## src/rtl/multicycle_controller.sv

```systemverilog
// Multicycle control FSM for the 5-bit-opcode CPU datapath. It shares one ALU and one
// memory port across the instruction steps and stalls on the mem_ready handshake.
module multicycle_controller #(
  parameter logic [3:0] RESET_STATE  = 4'd0,
  parameter bit         ILLEGAL_TRAP = 1'b1
) (
  input  logic       clk,
  input  logic       nreset,
  input  logic [4:0] op,
  input  logic       zero,
  input  logic       mem_ready,
  input  logic       run,
  output logic       pcwrite,
  output logic [1:0] pcsrc,
  output logic       iord,
  output logic       memread,
  output logic       memwrite,
  output logic       irwrite,
  output logic       regdst,
  output logic       memtoreg,
  output logic       regwrite,
  output logic       alusrca,
  output logic [1:0] alusrcb,
  output logic [2:0] alucontrol,
  output logic       illegal,
  output logic [3:0] state
);

  localparam int unsigned OP_W  = 5;
  localparam int unsigned ST_W  = 4;
  localparam int unsigned ALU_W = 3;

  typedef enum logic [ST_W-1:0] {
    S_FETCH  = 4'd0,
    S_DECODE = 4'd1,
    S_MEMADR = 4'd2,
    S_MEMRD  = 4'd3,
    S_MEMWB  = 4'd4,
    S_MEMWR  = 4'd5,
    S_REXEC  = 4'd6,
    S_RWB    = 4'd7,
    S_IEXEC  = 4'd8,
    S_IWB    = 4'd9,
    S_BRANCH = 4'd10,
    S_JUMP   = 4'd11,
    S_HALT   = 4'd12
  } state_t;

  localparam logic [OP_W-1:0] OP_ADD  = 5'b00000;
  localparam logic [OP_W-1:0] OP_SUB  = 5'b00001;
  localparam logic [OP_W-1:0] OP_AND  = 5'b00010;
  localparam logic [OP_W-1:0] OP_OR   = 5'b00011;
  localparam logic [OP_W-1:0] OP_SLT  = 5'b00100;
  localparam logic [OP_W-1:0] OP_ADDI = 5'b01000;
  localparam logic [OP_W-1:0] OP_LW   = 5'b10000;
  localparam logic [OP_W-1:0] OP_SW   = 5'b10001;
  localparam logic [OP_W-1:0] OP_BEQ  = 5'b11000;
  localparam logic [OP_W-1:0] OP_J    = 5'b11100;

  localparam logic [ALU_W-1:0] ALU_ADD = 3'b010;
  localparam logic [ALU_W-1:0] ALU_SUB = 3'b110;
  localparam logic [ALU_W-1:0] ALU_AND = 3'b000;
  localparam logic [ALU_W-1:0] ALU_OR  = 3'b001;
  localparam logic [ALU_W-1:0] ALU_SLT = 3'b111;

  state_t           state_q, state_d;
  logic             is_rtype;
  logic [ALU_W-1:0] rtype_alu;

  // Register-register opcode class and its ALU function
  always_comb begin
    is_rtype  = 1'b1;
    rtype_alu = ALU_ADD;
    unique case (op)
      OP_ADD:  rtype_alu = ALU_ADD;
      OP_SUB:  rtype_alu = ALU_SUB;
      OP_AND:  rtype_alu = ALU_AND;
      OP_OR:   rtype_alu = ALU_OR;
      OP_SLT:  rtype_alu = ALU_SLT;
      default: is_rtype  = 1'b0;
    endcase
  end

  always_ff @(posedge clk or negedge nreset) begin
    if (!nreset) begin
      state_q <= state_t'(RESET_STATE);
    end else begin
      state_q <= state_d;
    end
  end

  // Next state and datapath controls; reset forces every control to its idle value
  always_comb begin
    state_d    = state_q;
    pcwrite    = 1'b0;
    pcsrc      = 2'b00;
    iord       = 1'b0;
    memread    = 1'b0;
    memwrite   = 1'b0;
    irwrite    = 1'b0;
    regdst     = 1'b0;
    memtoreg   = 1'b0;
    regwrite   = 1'b0;
    alusrca    = 1'b0;
    alusrcb    = 2'b00;
    alucontrol = ALU_ADD;
    illegal    = 1'b0;

    unique case (state_q)
      S_FETCH: begin
        if (run) begin
          memread = 1'b1;
          alusrcb = 2'b01;
          irwrite = mem_ready;
          pcwrite = mem_ready;
          if (mem_ready) state_d = S_DECODE;
        end
      end
      S_DECODE: begin
        alusrcb = 2'b11;
        if (op == OP_LW || op == OP_SW) begin
          state_d = S_MEMADR;
        end else if (is_rtype) begin
          state_d = S_REXEC;
        end else if (op == OP_ADDI) begin
          state_d = S_IEXEC;
        end else if (op == OP_BEQ) begin
          state_d = S_BRANCH;
        end else if (op == OP_J) begin
          state_d = S_JUMP;
        end else begin
          illegal = 1'b1;
          state_d = ILLEGAL_TRAP ? S_HALT : S_FETCH;
        end
      end
      S_MEMADR: begin
        alusrca = 1'b1;
        alusrcb = 2'b10;
        if (op == OP_LW)      state_d = S_MEMRD;
        else if (op == OP_SW) state_d = S_MEMWR;
        else                  state_d = S_FETCH;
      end
      S_MEMRD: begin
        iord    = 1'b1;
        memread = 1'b1;
        if (mem_ready) state_d = S_MEMWB;
      end
      S_MEMWB: begin
        memtoreg = 1'b1;
        regwrite = 1'b1;
        state_d  = S_FETCH;
      end
      S_MEMWR: begin
        iord     = 1'b1;
        memwrite = 1'b1;
        if (mem_ready) state_d = S_FETCH;
      end
      S_REXEC: begin
        alusrca    = 1'b1;
        alucontrol = rtype_alu;
        state_d    = S_RWB;
      end
      S_RWB: begin
        regdst   = 1'b1;
        regwrite = 1'b1;
        state_d  = S_FETCH;
      end
      S_IEXEC: begin
        alusrca = 1'b1;
        alusrcb = 2'b10;
        state_d = S_IWB;
      end
      S_IWB: begin
        regwrite = 1'b1;
        state_d  = S_FETCH;
      end
      S_BRANCH: begin
        alusrca    = 1'b1;
        alucontrol = ALU_SUB;
        pcsrc      = 2'b01;
        pcwrite    = zero;
        state_d    = S_FETCH;
      end
      S_JUMP: begin
        pcsrc   = 2'b10;
        pcwrite = 1'b1;
        state_d = S_FETCH;
      end
      S_HALT:  state_d = S_HALT;
      default: state_d = S_FETCH;
    endcase

    // Asynchronous reset must kill any in-flight memory request without waiting for a clock
    if (!nreset) begin
      pcwrite    = 1'b0;
      pcsrc      = 2'b00;
      iord       = 1'b0;
      memread    = 1'b0;
      memwrite   = 1'b0;
      irwrite    = 1'b0;
      regdst     = 1'b0;
      memtoreg   = 1'b0;
      regwrite   = 1'b0;
      alusrca    = 1'b0;
      alusrcb    = 2'b00;
      alucontrol = ALU_ADD;
      illegal    = 1'b0;
    end
  end

  assign state = state_q;

endmodule

```

## config.mk

```make
export PLATFORM = sky130hd
export DESIGN_NAME = multicycle_controller
export DESIGN_NICKNAME = d
export VERILOG_FILES = /design/src/rtl/multicycle_controller.sv
export SDC_FILE = /design/constraint.sdc
export NUM_CORES = 1
export LEC_CHECK = 0
export CAP_MARGIN = 25
export CORE_ASPECT_RATIO = 1.25
export CORE_MARGIN = 5
export CORE_UTILIZATION = 40
export DETAILED_ROUTE_END_ITERATION = 8
export PLACE_DENSITY_LB_ADDON = 0.2
export SETUP_SLACK_MARGIN = 0.05
export SYNTH_ARGS = -nofsm -noshare
export SYNTH_HDL_FRONTEND = slang
export SYNTH_SLANG_ARGS = --single-unit
```

## constraint.sdc

```tcl
create_clock -name clk -period 5 [get_ports clk]
set_input_delay 1 -clock clk [delete_from_list [all_inputs] [get_ports clk]]
set_output_delay 1 -clock clk [all_outputs]
set_load 0.005 [all_outputs]
```

=== Word-level counts from Yosys, hierarchy flattened ===
Cells that the tools add are included.

* Register bits: 4
* Input bits: 10

* Eq/ne operators: 25
* Muxes and demuxes: 48
* Reduce and logical (&&, ||, !) cells: 9

{| class="wikitable"
|+ Operators by type and width
! operator !! count
|-
| $pmux W4 S8 || 1
|-
| $mux W1 || 27
|-
| $mux W4 || 6
|-
| $eq A4 B4 Y1 const B || 5
|-
| $eq A5 B5 Y1 const B || 4
|-
| $mux W3 || 6
|-
| $eq A4 B3 Y1 const B || 4
|-
| $pmux W3 S4 || 1
|-
| $eq A5 B2 Y1 const B || 2
|-
| $eq A4 B2 Y1 const B || 2
|-
| $ne A2 B2 Y1 const B || 4
|-
| $pmux W2 S3 || 1
|-
| $pmux W3 S2 || 1
|-
| $eq A5 B1 Y1 const B || 1
|-
| $eq A5 B3 Y1 const B || 1
|-
| $eq A5 B4 Y1 const B || 1
|-
| $logic_not A5 Y1 || 1
|-
| $reduce_or A5 Y1 || 1
|-
| $eq A4 B1 Y1 const B || 1
|-
| $logic_not A4 Y1 || 1
|-
| $mux W2 || 2
|-
| $pmux W2 S2 || 1
|-
| $reduce_and A4 Y1 || 1
|-
| $reduce_or A2 Y1 || 2
|-
| other kinds (5) || 5
|}

=== Logic depth before layout (Yosys ltp) ===
* Depth in word-level cells: 8
* Mapped depth: 6
* Depth with buffers taken out: 4

=== Worst setup path before layout ===
Ideal clock, no wire load.

* Path kind: in2out
* Start: input port op[1]
* End: output port illegal
* Arrival: 1.961 ns
* Data required time: 4.000 ns
* Setup slack: 2.039 ns
* Cell stages on the path: 5
* Path buffers: 1
* Cell sequence: clkbuf_1 -> a21oi_1 -> nor2_1 -> nor2_1 -> a2111oi_0

* Longest elaborated chain between the ends: 8
* Elaborated cells between the ends (all ways): 20
* Those cells by class: eq/ne: 9; mux: 8; reduce/logical: 3

{| class="wikitable"
|+ Ends and longest elaborated chain
! what !! RTL line !! source
|-
| from (decl) || 9 || <nowiki>input logic [4:0] op,</nowiki>
|-
| $eq A5 B5 Y1 || 129 || <nowiki>end else if (op == OP_J) begin</nowiki>
|-
| $mux W1 || 129 ||
|-
| $mux W1 || 127 || <nowiki>end else if (op == OP_BEQ) begin</nowiki>
|-
| $mux W1 || 125 || <nowiki>end else if (op == OP_ADDI) begin</nowiki>
|-
| $mux W1 || 123 || <nowiki>end else if (is_rtype) begin</nowiki>
|-
| $mux W1 * || 121 || <nowiki>if (op == OP_LW || op == OP_SW) begin</nowiki>
|-
| $mux W1 * || 109 || <nowiki>unique case (state_q)</nowiki>
|-
| $mux W1 * || 194 || <nowiki>if (!nreset) begin</nowiki>
|-
| to (decl) || 25 || <nowiki>output logic illegal,</nowiki>
|}

Mark *: on every way between the ends. The rest lies on a longest branch, timed or not.

=== Worst setup path in the final report ===
* Start: input port nreset
* End: output port alucontrol[2]

* Longest elaborated chain between the ends: 1

{| class="wikitable"
|+ Ends and longest elaborated chain
! what !! RTL line !! source
|-
| from (decl) || 8 || <nowiki>input logic nreset,</nowiki>
|-
| $mux W3 || 194 ||
|-
| to (decl) || 24 || <nowiki>output logic [2:0] alucontrol,</nowiki>
|}

Every way passes these cells.

==> summary.txt <==
Yosys
  • Synth Net Count: 111
  • Post-synth EDFFs: 0
  • Avg Inst Size Synth: 6.75 µm²
  • Post-Syn Area: 682 µm²
  • Seq cells post-synth: 4
  • Synth unique cells: 40
  • Cell count after synthesis: 101
  • Synth warnings: 0
  • Top FF cell, synth: dfrtp_1
  • Register area share after synthesis: 14.7%
  • Synth async-reset ratio: 100%

Pwr
  • Pwr/cell area: 409 nW/µm²
  • Leakage power: 0.000356 µW
  • Sw frac: 46.7%
  • Logic pwr share: 64.0%
  • Sequential power share: 25.6%
  • Switch Pwr: 186 µW
  • Worst vdd ir: 0.300 mV
  • Clk pwr share: 10.3%
  • Pint: 212 µW

Timing
  • RSZ-0062 raised after global routing: no
  • Fin crit share: 83.4%
  • Hold Fails Final Rpt: 0
  • Worst Max-Slew Pin Slew: 0.610 ns
  • Final setup vio count: 0
  • Final clock skew: 0.000333 ns
  • Fmax: 240 MHz
  • Max_slew headroom: 59.4%
  • Max-slew violations: 0
  • Min Hold Slack: 0.823 ns
  • Sum of negative setup slack: 0 ns
  • Tmin final: 4.17 ns

Clock tree
  • Worst-path clk slew: 0.04 ns
  • Htree depth: 1
  • TritonCTS Buffers: 3
  • Clock root buffer: clkbuf_4
  • Post-CTS Setup Inserts: 0
  • Max clock buf depth: 2
  • CTS tree: yes
  • Post-CTS resize count: 0
  • Hold_buf cts: 0
  • Clk Latency, worst-skew pair: 0.24 ns
  • CTS Sinks: 4

Worst hold path
  • Hold WC Path Type: flop to flop

Worst setup path
  • Most used cell, CP: clkdlybuf4s50_1
  • CP arrival: 3.17 ns
  • Crit. End Element: output port
  • Crit path required time: 4.00 ns
  • Crit path buf inv count: 2
  • CP Class: input port to output port
  • Critical path's slowest cell: clkdlybuf4s50_1
  • Critical Path Start Type: input port
  • Crit path cell chain: clkdlybuf4s50_1, nand2_1, or4_4, o32ai_1, clkdlybuf4s50_1
  • Crit-path max cell delay: 0.71 ns
  • Worst R2R Setup Slack: 3.29 ns
  • CP top delay family: buffers and inverters
  • Max FO, Critical Path: 11

Route
  • Drt drc: 0
  • Post-DR vias/cell: 5.82
  • Vias: 827
  • Post-DRT Antenna Nets: 0
  • Post-detailed-route wirelength per cell: 14.6 µm
  • 1st-pass router iterations: 4
  • DR iter-0 viols: 22
  • Routed wire length: 2080 µm

Global routing
  • Via count of the first global-routing pass: 779
  • First-pass GRT wire length: 3480 µm
  • Largest net degree at the start of global routing: 21
  • GRT Overall Usage: 17.1%
  • Antenna violations before repair: 0
  • Grt total ovfl: 0

Floorplanning
  • Row cnt: 16
  • Die Wd: 46.9 µm
  • CORE AREA: 1600 µm²
  • Number of placed I/O pins: 31
  • Initial core utilization: 42.6%
  • Die area: 2640 µm²
  • Die Ht: 56.2 µm

Layout
  • Fraction of layout cells with a size suffix above 1: 7.26%
  • Nets: 136
  • Storage cell area: 100 µm²
  • Area delta synth->final: 42.6%
  • Largest register FFs: 4
  • Area of the multi-input gates: 519 µm²
  • Antenna diode count: 0
  • Fill count: 152

Placed design
  • Port-buffer cells: 30
  • Routability congestion estimate from global placement: 0.813
  • HPWL after detailed placement: 1570 µm

Run status
  • Status: completed

Run
  • Number of max-cap violations: 0
-- synth_stat cells, types with 2 or more instances --
master	count	area, µm²
nor4_1	3	18.8
clkbuf_1	5	18.8
nand2b_1	3	18.8
nand2_1	16	60.1
xor2_1	2	17.5
a21oi_1	9	45.0
o311ai_0	2	17.5
nand3_1	2	10.0
o32a_1	2	20.0
dfrtp_1	4	100
o21ai_0	4	20.0
buf_2	2	10.0
nor3_1	4	20.0
buf_6	2	22.5
or3b_2	2	17.5
nor2b_1	4	25.0
nor2_1	10	37.5
inv_1	2	7.51
nor3b_1	2	15.0
-- routing by layer --
metal	track usage (%)	wire length, µm
met1	21.4	853
met2	28.0	1060
met3	4.85	140
met4	3.56	23
met5	0	0
-- worst register-to-register path, cell delays in order, from the launching register on --
cell	delay [ns]
dfrtp_1	0.72
nand2b_1	0.33
o21a_1	0.16
a211oi_1	0.07
o32a_1	0.30
-- area by class of cell --
| cell class | instances | share of cell area (%) |
|---|---|---|
| clock buffer | 3 | 2.32 |
| multi-input combinational | 85 | 53.4 |
| tap | 18 | 2.32 |
| sequential | 4 | 10.3 |
| inverter | 2 | 0.772 |
| timing repair buffer | 30 | 30.9 |
-- cell usage in the layout (no fill, tap or decap), types with 2 or more instances in the layout --
| cell type | netlist | layout |
|---|---|---|
| nand3_1 | 2 | 2 |
| o32a_1 | 2 | 2 |
| nand2_1 | 16 | 16 |
| nor4_1 | 3 | 3 |
| xor2_1 | 2 | 2 |
| o311ai_0 | 2 | 2 |
| a21oi_1 | 9 | 9 |
| o21ai_0 | 4 | 4 |
| clkbuf_4 | 0 | 3 |
| inv_1 | 2 | 2 |
| clkdlybuf4s50_1 | 0 | 30 |
| nor2b_1 | 4 | 4 |
| dfrtp_1 | 4 | 4 |
| nor3b_1 | 2 | 2 |
| nor2_1 | 10 | 10 |
| nor3_1 | 4 | 4 |
| or3b_2 | 2 | 2 |
| nand2b_1 | 3 | 3 |
-- per-stage QoR --
| stage | instance area (µm²) | setup slack [ns] | power, µW | util [%] | std cells |
|---|---|---|---|---|---|
| final | 972 | 0.828 | 398 | 60.7 | 142 |
| after global routing | 972 | 0.698 | 435 | 60.7 | 142 |
| after global placement | 950 | 0.884 | 355 | 59.3 | 139 |
| after detailed placement | 950 | 0.832 | 355 | 59.3 | 139 |
| after floorplan | 682 | 2.04 | 261 | - | 101 |
| after CTS | 972 | 0.832 | 399 | 60.7 | 142 |
-- final timing paths --
check                      cells past startpoint     start       endpoint
setup / recovery                               5    nreset  alucontrol[2]
hold / removal                                 2  state[3]       state[0]
setup reg to reg                               4  state[1]       state[2]
hold reg to reg                                2  state[3]       state[0]
max in group asynchronous                      1    nreset       state[3]
min in group asynchronous                      1    nreset       state[2]
-- kinds of logic (layout without fill, tap and decap cells) --
kind of cell | Yosys count | after routing | share of synthesized area [%]
AOI/OAI and AO/OA | 26 | 26 | 25.7
xor gates and xnor gates | 3 | 3 | 3.85
buffers and inverters | 12 | 35 | 9.17
DFF | 4 | 4 | 14.7
and+or+nand+nor | 56 | 56 | 46.6
-- power by group through the flow --
stage          Combinational, µW  Sequential [µW]  Clock [µW]
5_1_grt                      283              108        44.9
2_1_floorplan                203             57.7           0
3_3_place_gp                 253              102           0
4_1_cts                      256              101        41.8
6_report                     255              102        41.1
3_5_place_dp                 254              101           0
No activity file was read; power rests on OpenSTA's default activity.
